### config.mk
export PLATFORM = sky130hd
export DESIGN_NAME = port_rd_frontend
export DESIGN_NICKNAME = d
export VERILOG_FILES = /design/src/rtl/port_rd_frontend.sv
export SDC_FILE = /design/constraint.sdc
export NUM_CORES = 1
export LEC_CHECK = 0
export BUFFER_PORTS_ARGS = -buffer_cell sky130_fd_sc_hd__buf_2
export CORE_AREA = 5 5 69 71
export DETAILED_ROUTE_END_ITERATION = 10
export DIE_AREA = 0 0 74 76
export PLACE_DENSITY = 0.59
export SETUP_SLACK_MARGIN = 0.5
export SYNTH_ARGS = -nofsm -noshare
export SYNTH_HDL_FRONTEND = slang
export SYNTH_SLANG_ARGS = --single-unit
export TNS_END_PERCENT = 30
### constraint.sdc
create_clock -name clk -period 1.96 [get_ports clk]
set_input_delay 0.392 -clock clk [delete_from_list [all_inputs] [get_ports clk]]
set_output_delay 0.392 -clock clk [all_outputs]
set_load 0.01 [all_outputs]
### src/rtl/port_rd_frontend.sv
// port_rd_frontend: per-port read sequencer between dispatcher and read engine.
// Define PORT_RD_STAT_EN to build the per-queue packet counters and stat_cnt mux.
module port_rd_frontend #(
   parameter int unsigned SETTLE_CYC = 6,
   parameter int unsigned TIMEOUT    = 1023,
   parameter int unsigned CNT_W      = 16
) (
   input  logic             clk,
   input  logic             rst,
   input  logic [3:0]       prior_next,
   input  logic [7:0]       queue_empty,
   input  logic             port_ready,
   output logic             prior_update,
   output logic             rd_req,
   output logic [2:0]       rd_queue,
   input  logic             rd_ack,
   input  logic             rd_done,
   output logic             rd_err,
   output logic             busy,
   input  logic [2:0]       stat_sel,
   input  logic             stat_clr,
   output logic [CNT_W-1:0] stat_cnt
);

   localparam int SCW = (SETTLE_CYC < 1) ? 1 : $clog2(SETTLE_CYC + 1);
   localparam int WDW = (TIMEOUT < 1) ? 1 : $clog2(TIMEOUT + 1);
   localparam logic [SCW-1:0] SETTLE_LD = SCW'(SETTLE_CYC);
   localparam logic [WDW-1:0] WD_LD     = WDW'(TIMEOUT);
   localparam bit             WD_EN     = (TIMEOUT != 0);

   typedef enum logic [2:0] {
      S_IDLE,
      S_ISSUE,
      S_WAIT,
      S_UPDATE,
      S_SETTLE
   } state_t;

   state_t         state_q, state_d;
   logic [SCW-1:0] set_q, set_d;
   logic [WDW-1:0] wd_q, wd_d;
   logic [2:0]     q_q, q_d;
   logic           req_q, req_d;
   logic           pu_q, pu_d;
   logic           err_q, err_d;
   logic           busy_q, busy_d;
   logic           go;

   assign go = port_ready & ~prior_next[3] & ~queue_empty[prior_next[2:0]];

   always_comb begin
      state_d = state_q;
      set_d   = set_q;
      wd_d    = wd_q;
      q_d     = q_q;
      err_d   = 1'b0;
      unique case (state_q)
         S_SETTLE: begin
            if (set_q == '0) state_d = S_IDLE;
            else             set_d   = set_q - SCW'(1);
         end
         S_IDLE: begin
            if (go) begin
               q_d     = prior_next[2:0];
               state_d = S_ISSUE;
            end
         end
         S_ISSUE: begin
            // an ack in the same cycle as the queue draining still wins
            if (rd_ack) begin
               state_d = S_WAIT;
               wd_d    = WD_LD;
            end else if (queue_empty[q_q]) begin
               state_d = S_SETTLE;
               set_d   = SETTLE_LD;
            end
         end
         S_WAIT: begin
            if (rd_done) begin
               state_d = S_UPDATE;
            end else if (WD_EN && wd_q == WDW'(1)) begin
               state_d = S_UPDATE;
               err_d   = 1'b1;
            end else begin
               wd_d = wd_q - WDW'(1);
            end
         end
         S_UPDATE: begin
            state_d = S_SETTLE;
            set_d   = SETTLE_LD;
         end
         default: begin
            state_d = S_SETTLE;
            set_d   = SETTLE_LD;
         end
      endcase
      req_d  = (state_d == S_ISSUE);
      pu_d   = (state_d == S_UPDATE);
      busy_d = (state_d != S_IDLE);
   end

   always_ff @(posedge clk or posedge rst) begin
      if (rst) begin
         state_q <= S_SETTLE;
         set_q   <= SETTLE_LD;
         wd_q    <= '0;
         q_q     <= '0;
         req_q   <= 1'b0;
         pu_q    <= 1'b0;
         err_q   <= 1'b0;
         busy_q  <= 1'b1;
      end else begin
         state_q <= state_d;
         set_q   <= set_d;
         wd_q    <= wd_d;
         q_q     <= q_d;
         req_q   <= req_d;
         pu_q    <= pu_d;
         err_q   <= err_d;
         busy_q  <= busy_d;
      end
   end

   assign rd_req       = req_q;
   assign rd_queue     = q_q;
   assign prior_update = pu_q;
   assign rd_err       = err_q;
   assign busy         = busy_q;

`ifdef PORT_RD_STAT_EN
   logic [CNT_W-1:0] cnt_q [8];
   logic [CNT_W-1:0] cnt_d [8];
   logic [CNT_W-1:0] stat_q, stat_d;
   logic             cnt_inc;

   // err_q is high exactly in an UPDATE reached by watchdog expiry
   assign cnt_inc = (state_q == S_UPDATE) & ~err_q;

   always_comb begin
      for (int i = 0; i < 8; i++) cnt_d[i] = cnt_q[i];
      if (stat_clr) begin
         for (int i = 0; i < 8; i++) cnt_d[i] = '0;
      end else if (cnt_inc && cnt_q[q_q] != '1) begin
         cnt_d[q_q] = cnt_q[q_q] + CNT_W'(1);
      end
      stat_d = cnt_q[stat_sel];
   end

   always_ff @(posedge clk or posedge rst) begin
      if (rst) begin
         for (int i = 0; i < 8; i++) cnt_q[i] <= '0;
         stat_q <= '0;
      end else begin
         for (int i = 0; i < 8; i++) cnt_q[i] <= cnt_d[i];
         stat_q <= stat_d;
      end
   end

   assign stat_cnt = stat_q;
`else
   logic unused_stat;
   assign unused_stat = ^{stat_sel, stat_clr};
   assign stat_cnt    = '0;
`endif

endmodule

# [Word-level counts from Yosys, hierarchy flattened]
# Cells that the tools add are included.
[word_totals] register_bits=23 in_bits=21 output_inout_bits=23 wordCells=59
[classes] n_addsub=2 order_cmp=2 eq_ne=12 n_mux=22 bitwise_logic=5 n_reduce_logical=8
[op_table] operator="$mux 10" count=3
[op_table] operator="$mux 3" count=9
[op_table] operator="$pmux 10 s2" count=1
[op_table] operator="$ne 2x2->1 const B" count=6
[op_table] operator="$pmux 3 s4" count=1
[op_table] operator="$eq 10x1->1 const B" count=1
[op_table] operator="$sub 10x1->10 const B" count=1
[op_table] operator="$pmux 3 s3" count=1
[op_table] operator="$lt 3x4->1 const B" count=2
[op_table] operator="$reduce_and 4->1" count=2
[op_table] operator="$bmux 1 s3" count=2
[op_table] operator="$eq 3x1->1 const B" count=2
[op_table] operator="$eq 3x2->1 const B" count=2
[op_table] operator="$logic_not 3->1" count=2
[op_table] operator="$mux 1" count=5
[op_table] operator="$eq 3x3->1 const B" count=1
[op_table] operator="$not 1->1" count=3
[op_table] operator="$reduce_bool 3->1" count=1
[op_table] operator="$sub 3x1->3 const B" count=1
[op_table] operator="$and 1x1->1" count=2
[op_table] operator="$reduce_and 2->1" count=1
[op_table] operator="$reduce_bool 2->1" count=1
[op_table] operator="$reduce_or 2->1" count=1

# [Logic depth before layout (Yosys ltp)]
# Gate-level depths: netlist (run 1).
[depth] ltp_word=7 mapped_depth=8 mapped_depth_nobuf=8

# [Worst setup path before layout (run 1)]
# OpenSTA, ideal clock, no wires.
[synth_timing] path_kind="reg-to-reg" start="register wd_q[2]" end="register wd_q[1]" setup_time_ps=127 arrival_time_ps=1587 t_required_ps=1833 slack_ps=245 stages_incl_launch_ff=6 path_buffers=0 period_less_slack_ps=1715 cell_sequence="dfrtp_1 nor3_1 a31oi_1 or2_1 nand2_1 mux2_1"
[synth_via] elab_chain_cells=3
[synth_rtl] item="start: declaration" line_no="41" text="logic [WDW-1:0] wd_q, wd_d;"
[synth_rtl] item="start signal: assignment" line_no="115" text="wd_q <= wd_d;"
[synth_rtl] item="$eq 10x1->1" line_no="81" text="end else if (WD_EN && wd_q == WDW'(1)) begin"
[synth_rtl] item="$ne 2x2->1 (no source line)"
[synth_rtl] item="$reduce_and 4->1 (no source line)"
# No other way between the ends.
# A chain may end at the register's enable or synchronous reset.

# [Worst setup path after layout (run 1)]
[layout_timing] start="register wd_q[1]" end="register wd_q[4]"
[layout_via] elab_chain_cells=4 elab_cells_between_ends=7 classes_between="add/sub (1); eq/ne (2); mux (3); reduce/logical (1)"
[layout_rtl] item="$sub 10x1->10" line_no="85" text="wd_d = wd_q - WDW'(1);"
[layout_rtl] item="$mux 10" line_no="81"
[layout_rtl] item="$mux 10" line_no="79" text="if (rd_done) begin"
[layout_rtl] item="$pmux 10 s2" line_no="57" text="unique case (state_q)"
# Parallel ways exist; a longest one is shown, timed or not. The select of a mux whose other input is x is not followed.

==> qor.yml, run 1 <==
outcome: "complete, no violations"
synth-xor-area-share_pct: 2.91
dp.cells: 222
r2r-end: "wd_q[4]"
critPathRequiredTime_ns: 2.16
overflow: 0
wirelength_um: 3720
grt_first_pass_wirelength_um: 5950
yosysTopAreaCellShare_pct: 31.6
critPathMaxFanout: 3
fin_util_pct: 47.1
synth_top_family_by_area: "simple AND/OR/NAND/NOR gates"
yosys_warnings: 0
synth_mux_area_share_pct: 9.90
ir_drop_v: 0.000607
ys_ff_latch: 23
nFillCells: 413
drc: 0
synthSimpleGateAreaFrac_pct: 19.6
ios: 44
critical_path_class: "reg2reg"
multi_input_area_um2: 981
grt_max_degree: 24
die-area_um2: 5620
synthTopCellsByCount: "19 x dfrtp_1, 17 x buf_4, 14 x inv_1, 10 x nand2_1, 7 x mux2i_1"
vias: 1193
grt_pass1_vias: 1212
rsz0062_at_grt: "true"
wl_per_cell_um: 15.4
area.growth.synth_to_final_pct: 30.7
synthesis.area_um2: 1500
syn_avg_cell_area_um2: 10.0
clock_path_buffers: 2
antennaDiodeCount: 0
maxCapViolations: 0
end_kind: "flop"
rrSetupSlack_ns: 0.14
r2r_cells: 7
setup_viol: 0
clock_skew_ns: 0.00412
period_needed_ns: 1.82
fmax_mhz: 549
tritoncts: "done"
nNetsFinal: 215
worstPathArrival_ns: 2.02
p_leak_nw: 0.889
die_w_um: 74
clkLatencyLatePin_ns: 0.27
drt_iter0_drc: 15
syn_inst: 150
startpoint_type: "flop"
routed_via_density: 4.95
synthTopCellsByArea: "dfrtp_1 32%, buf_4 8.5%, dfstp_2 7.0%"
start_util_pct: 36.0
gp_congestion: 0.878
core_area_um2: 4170
synth_compound_gate_area_share_pct: 12.1
ant_nets: 0
dr.pass1.iters: 4
ys.flop_type: "dfrtp_1"
synth.most_common_cell: "dfrtp_1"
period_share_pct: 92.9
min_path_type: "in2async"
grt_usage_pct: 13.4
yosysTopAreaCell: "dfrtp_1"
slew_viol_final: 0
yosysUniqueCellTypes: 49
seq_area_frac_synth_pct: 38.6
synthArstFlopShare_pct: 100
row_count: 24
drive_gt1_share_pct: 46.6
synth_edf_count: 0
antenna_found_initial: 0
cts_buffers: 3
tns_ns: 0
finalNonFillerCells: 241
power_density_nw_per_um2: 1170
cts.sinks: 23
reg2reg_from: "wd_q[1]"
h-tree-depth: 1
synthAdderAreaFrac_pct: 3.33
path_clk_slew_ns: 0.08
die_h_um: 76
port_buffers: 23
ctsRootBufferMaster: "clkbuf_8"
dp_hpwl_um: 2500
final-hold-violation-count: 0
regArea_um2: 584
## worst max path at each step
stage / start / end / cells after the start / slack, ns
5_1_grt: wd_q[1] / wd_q[4] / 7 / 0.07
3_3_place_gp: wd_q[6] / wd_q[1] / 5 / 0.19
3_5_place_dp: wd_q[6] / wd_q[1] / 5 / 0.12
4_1_cts: wd_q[8] / wd_q[1] / 5 / 0.16
2_1_floorplan: wd_q[6] / wd_q[1] / 5 / 0.29
6_report: wd_q[1] / wd_q[4] / 7 / 0.14
## power breakdown
| group | switching, mW | leakage [nW] | internal [mW] |
|---|---|---|---|
| registers | 0.260 | 0.249 | 0.682 |
| logic | 0.544 | 0.617 | 0.507 |
| clock network | 0.155 | 0.0228 | 0.145 |
## timing repair
item,4_1_cts,5_1_grt
setup buffers,11,4
hold buffers,0,0
resized for setup,25,11
setup endpoints to repair,20,22
pin swaps,10,9
## cell usage in the layout (no fill, tap or decap), types with 4 or more instances in the layout
master,n
inv_1,10
mux2i_1,7
conb_1,16
buf_2,23
xor2_1,5
dfstp_2,4
nand2_1,9
buf_4,16
dfrtp_1,16
nand3_1,6
## per-layer routing
metal	GRT usage, %	vias up	part of all wire, %
met1	15.6	574	38
met2	23.6	37	54
met4	5.98	0	3.4
met5	0	-	0
li1	-	570	-
met3	1.98	12	5.1
## cells by family (layout without fill, tap and decap cells)
group / Yosys count / after routing
buf+inv: 33 / 57
xor+xnor: 5 / 5
simple gates: 47 / 47
other cells: 1 / 16
compound gates: 24 / 24
fa+ha+maj: 4 / 4
mux: 13 / 13
flops: 23 / 23
## stage by stage
stage	worst slack, ns	instance area [um^2]	total power [mW]	hold slack (ns)
4_1_cts	0.160	1880	2.21	0.158
2_1_floorplan	0.291	1610	1.47	0.391
6_report	0.139	1970	2.29	0.153
5_1_grt	0.0727	1970	2.45	0.188
3_3_place_gp	0.186	1640	1.59	0.447
3_5_place_dp	0.119	1640	1.65	0.453
## state kept, by name (all words and copies together), names as in the netlist
name	count
rd_queue	3
wd_q	10
state_q	3
busy	1
prior_update	1
rd_err	1
set_q	3
rd_req	1
## critical path: stages (launching register included)
cell and delay, ns:
dfrtp_1 0.41, inv_2 0.08, ha_4 0.16, and2b_2 0.23, a31oi_4 0.22, o211ai_1 0.21
o31a_1 0.33, o21ai_1 0.11
## final cells by class
type                            instances  share of cell area (%)
Clock buffer                            4                    2.29
Sequential cell                        23                    29.7
Tap cell                               52                    3.31
Multi-Input combinational cell        109                    49.9
Inverter                               14                    2.80
Timing Repair Buffer                   39                    12.0
(Power assumes the default switching activity.)
==> run 2, diff against run 1 <==
==> constraint.sdc (replaced) <==
create_clock -name clk -period 2.2 [get_ports clk]
set_input_delay 0.44 -clock clk [delete_from_list [all_inputs] [get_ports clk]]
set_output_delay 0.44 -clock clk [all_outputs]
set_load 0.01 [all_outputs]
==> run 2 against run 1 <==
Non-clock buffer count down 1. Worst hold slack improved by 0.040 ns. Sequential power is 12% lower. Highest routed layer unchanged. Critical endpoint is now wd_q[1]. Setup slack improved by 0.33 ns. Fmax increased by 5.3%. Via count is 0.25% lower. Count of clock-buffer cells in the layout fell by 1.
==> qor.yml, run 2 (same netlist as run 1, synthesis figures left out) <==
outcome: "complete, no violations"
grt_max_degree: 24
period_needed_ns: 1.73
dpl_cell_area_um2: 1620
end_kind: "flop"
grt_pass1_vias: 1227
ios: 44
startpoint_type: "flop"
area.growth.synth_to_final_pct: 25.3
wl_met1_um: 1410
slew_viol_final: 0
routed_via_density: 4.96
critPathRequiredTime_ns: 2.35
critPathMaxFanout: 4
period_share_pct: 78.6
ant_nets: 0
final-hold-violation-count: 0
port_buffers: 23
power_density_nw_per_um2: 1040
drc: 0
wl_per_cell_um: 14.1
maxCapViolations: 0
gp_congestion: 0.808
largest_register_ffs: 10
fin_util_pct: 45.1
wl_met2_um: 1710
vias: 1190
p_sw_mw: 0.792
worstPathArrival_ns: 1.88
dp_hpwl_um: 2350
clock_skew_ns: 0.00649
p_int_mw: 1.17
holdWs_ns: 0.193
min_path_type: "in2async"
final_cell_mix: "23 x buf_2, 16 x conb_1, 16 x dfrtp_1"
setup_viol: 0
p_leak_nw: 0.883
tns_ns: 0
clkLatencyLatePin_ns: 0.26
grt_usage_pct: 12.5
clock_path_buffers: 2
p_seq_share_pct: 42.3
die-area_um2: 5620
core_area_um2: 4170
drive_gt1_share_pct: 43.1
max_flop_register: "wd_q"
antennaDiodeCount: 0
cts_buffers: 3
grt_first_pass_wirelength_um: 5600
top_layer_used: "met4"
cts.sinks: 23
row_count: 24
switching_share_pct: 40.3
critical_path_class: "reg2reg"
design_area_um2: 1880
fmax_mhz: 578
die_w_um: 74
pwr-share-comb_pct: 44.2
power_frac_clock_pct: 13.5
path_clk_slew_ns: 0.09
rsz0062_at_grt: "true"
layout_commonest_cell: "buf_2"
met3WireLength_um: 177
wirelength_um: 3380
ctsRootBufferMaster: "clkbuf_8"
drt_iter0_drc: 31
crit_path_start: "wd_q[1]"
start_util_pct: 36.0
ir_drop_v: 0.000586
total_power_mw: 1.96
nNetsFinal: 214
reg2reg_from: "wd_q[1]"
h-tree-depth: 1
tritoncts: "done"
antenna_found_initial: 0
nFillCells: 404
die_h_um: 76
overflow: 0
dr.pass1.iters: 4
-- run 2: cell count changes in the layout (fill, tap and decap cells not counted), moves of 2 or more --
cell and delta:
ha_4 -3, ha_1 +2, buf_4 -2, inv_1 +2
-- run 2: layout make-up --
class                      instances  area, um^2  area share [%]
timing repair buffer              38         231            12.3
tap                               52        65.1            3.45
multi-input combinational        109         905            48.0
clock buffer                       3        41.3            2.19
inverter                          14        52.6            2.79
clock inverter                     1        5.00           0.266
sequential                        23         584            31.0
-- run 2: what timing repair did --
| item | CTS | global route |
|---|---|---|
| buffers inserted | 10 | 4 |
| hold buffers | 0 | 0 |
| gates resized for setup | 16 | 10 |
| pin swaps | 5 | 3 |
| endpoints found under the setup margin | 10 | 16 |
-- run 2: final timing paths --
path / end / slack [ns] / cells after the start
min in group clk: rd_queue[2] / 0.43 / 3
worst max-delay path: wd_q[1] / 0.47 / 7
worst min-delay path: rd_req / 0.19 / 3
worst max register to register: wd_q[1] / 0.47 / 7
max in group asynchronous: busy / 1.73 / 3
worst min register to register: set_q[2] / 0.49 / 2
-- run 2: stage by stage --
| stage | setup slack, ns | std cells |
|---|---|---|
| 5_1_grt | 0.378 | 240 |
| 2_1_floorplan | 0.498 | 165 |
| 3_5_place_dp | 0.299 | 222 |
| 3_3_place_gp | 0.358 | 222 |
| 4_1_cts | 0.462 | 236 |
| 6_report | 0.470 | 240 |
-- run 2: power groups by stage --
| stage | clock [mW] | sequential, mW | combinational (mW) |
|---|---|---|---|
| after global routing | 0.294 | 0.854 | 0.949 |
| after floorplan | 0 | 0.770 | 0.523 |
| after detailed placement | 0 | 0.801 | 0.630 |
| after global placement | 0 | 0.794 | 0.611 |
| after CTS | 0.274 | 0.819 | 0.741 |
| final | 0.264 | 0.832 | 0.868 |
-- run 2: per-layer routing --
metal  GRT usage, %  up-vias
met1           15.3      572
met5              0        -
met3           1.98       10
li1               -      576
met2           21.3       32
met4           5.43        0
-- run 2: critical path, stage by stage, from the launching register on --
cell and delay [ns]:
dfrtp_1 0.40, inv_2 0.07, ha_2 0.16, and2b_2 0.20, a31oi_4 0.11, or2_4 0.29
nand2_2 0.09, mux2_4 0.30
==> run 3, diff against run 2 <==
--- a/config.mk
+++ b/config.mk
@@ -9,7 +9,7 @@
 export CORE_AREA = 5 5 69 71
 export DETAILED_ROUTE_END_ITERATION = 10
 export DIE_AREA = 0 0 74 76
-export PLACE_DENSITY = 0.59
+export PLACE_DENSITY = 0.61
 export SETUP_SLACK_MARGIN = 0.5
 export SYNTH_ARGS = -nofsm -noshare
 export SYNTH_HDL_FRONTEND = slang
==> constraint.sdc (replaced) <==
create_clock -name clk -period 1.5 [get_ports clk]
set_input_delay 0.3 -clock clk [delete_from_list [all_inputs] [get_ports clk]]
set_output_delay 0.3 -clock clk [all_outputs]
set_load 0.01 [all_outputs]
==> run 3 against run 2 <==
The run now ends with negative setup slack left. Register-to-register slack worse by 0.69 ns. Clock skew grew 0.00075 ns. Via count grew 6.1%. Final cell count grew 12%. Global-route usage is essentially flat. Combinational power is 120% higher. Worst hold slack worse by 0.14 ns. Count of clock-buffer cells in the layout rose by 1. Critical endpoint is now wd_q[6]. Largest cell class unchanged. Highest routed layer unchanged.
==> qor.yml, run 3 (same netlist as run 1, synthesis figures left out) <==
ios: 44
layout_setup_ws_ns: -0.221
cts.sinks: 23
overflow: 0
grt_max_degree: 24
path_clk_slew_ns: 0.09
die-area_um2: 5620
grt_usage_pct: 12.5
wirelength_um: 3300
layout_commonest_cell: "buf_4"
period_share_pct: 115
critPathRequiredTime_ns: 1.70
nFillCells: 380
critPathMaxFanout: 3
clkLatencyLatePin_ns: 0.27
die_h_um: 76
clock_path_buffers: 2
cts_buffers: 3
max_flop_register: "wd_q"
gp_congestion: 0.757
ant_nets: 0
min_path_type: "in2async"
p_leak_nw: 1.02
multi_input_area_um2: 980
drive_gt1_share_pct: 55.1
wl_per_cell_um: 12.3
dp_hpwl_um: 2490
regArea_um2: 586
outcome: "finished, violations left"
h-tree-depth: 1
final-hold-violation-count: 0
dr.pass1.iters: 4
routed_via_density: 4.71
worstPathArrival_ns: 1.92
vias: 1263
drc: 0
grt_pass1_vias: 1265
rsz0062_at_grt: "true"
slowest_delay_ns: 0.38
area.growth.synth_to_final_pct: 46.8
clock_skew_ns: 0.00724
critical_path_class: "reg2reg"
critical_path_buf_inv_count: 1
path_delay_family: "simple AND/OR/NAND/NOR gates"
slew_viol_final: 0
antenna_found_initial: 0
power_density_nw_per_um2: 1530
fmax_mhz: 581
port_buffers: 23
slowest_stage: "dfrtp_1"
final_cell_mix: "37 x buf_4, 20 x buf_2, 16 x conb_1"
ir_drop_v: 0.000700
end_kind: "flop"
start_util_pct: 36.0
drt_iter0_drc: 41
ctsRootBufferMaster: "clkbuf_8"
nNetsFinal: 242
die_w_um: 74
violations: "negative setup slack"
tritoncts: "done"
row_count: 24
largest_register_ffs: 10
place_ws_ns: -0.249
holdWs_ns: 0.0559
maxCapViolations: 0
setup_viol: 16
core_area_um2: 4170
antennaDiodeCount: 0
period_needed_ns: 1.72
grt_first_pass_wirelength_um: 5660
path_cells: "ha_2, and2b_2, a21oi_4, buf_4, o2111ai_2, or3_1, nand3_1"
startpoint_type: "flop"
run 3: changes by cell type in the layout (fill, tap and decap cells not counted), moves of 3 or more:
| cell | previous run | this run |
|---|---|---|
| buf_2 | 23 | 20 |
| buf_6 | 1 | 9 |
| buf_4 | 14 | 37 |
| o2111ai_1 | 3 | 0 |
| o2111ai_2 | 1 | 4 |
run 3: path summary, 6_finish.rpt:
check	startpoint	depth (start not counted)	to	slack, ns
max	wd_q[0]	7	wd_q[6]	-0.22
min in group clk	prior_next[2]	3	rd_queue[2]	0.25
min reg2reg	set_q[2]	2	set_q[2]	0.54
max reg2reg	wd_q[0]	7	wd_q[6]	-0.22
min	rst	3	set_q[0]	0.06
max in group asynchronous	rst	3	state_q[2]	1.16
run 3: layout make-up:
cell class	count	area share (%)
inverters	14	2.38
repair buffers	66	21.7
clock buffers	4	2.04
well taps	52	2.95
multi-input cells	109	44.4
flip-flops and latches	23	26.5
run 3: report_power, final:
part	internal (mW)	switching, mW	leakage (nW)
combinational	1.03	0.843	0.753
sequential	0.890	0.221	0.247
clock	0.190	0.208	0.0228
run 3: per-layer routing:
metal / share of wire, % / global-route usage (%) / vias up
met2: 48 / 20.3 / 22
met3: 3.1 / 1.32 / 5
li1: - / - / 632
met5: 0 / 0 / -
met1: 47 / 16.6 / 604
met4: 1.9 / 5.43 / 0
run 3: what timing repair did:
item | 4_1_cts | 5_1_grt
gates cloned | 0 | 0
setup endpoints to repair | 30 | 30
gates resized for setup | 32 | 10
setup buffers | 5 | 0
pin swaps | 22 | 12
hold buffers | 0 | 0
run 3: worst register-to-register path, delay by kind of cell (launching register included):
kind	cells	cell delay, ns
AND/OR/NAND/NOR	3	0.69
AO/OA/AOI/OAI	2	0.27
buffers and inverters	1	0.14
flip-flops	1	0.38
adder cells (fa/ha/maj)	1	0.17
run 3: through the flow:
| step | instance area, um^2 | setup TNS (ns) | std cells | total power [mW] | utilization (%) |
|---|---|---|---|---|---|
| final | 2210 | -1.78 | 268 | 3.39 | 52.9 |
| after global routing | 2210 | -3.30 | 268 | 3.63 | 52.9 |
| after CTS | 2170 | -2.25 | 268 | 3.33 | 51.9 |
| after detailed placement | 1940 | -2.48 | 259 | 2.64 | 46.6 |
| after global placement | 1940 | -2.27 | 259 | 2.60 | 46.6 |
| after floorplan | 1630 | -0.595 | 165 | 1.95 | - |
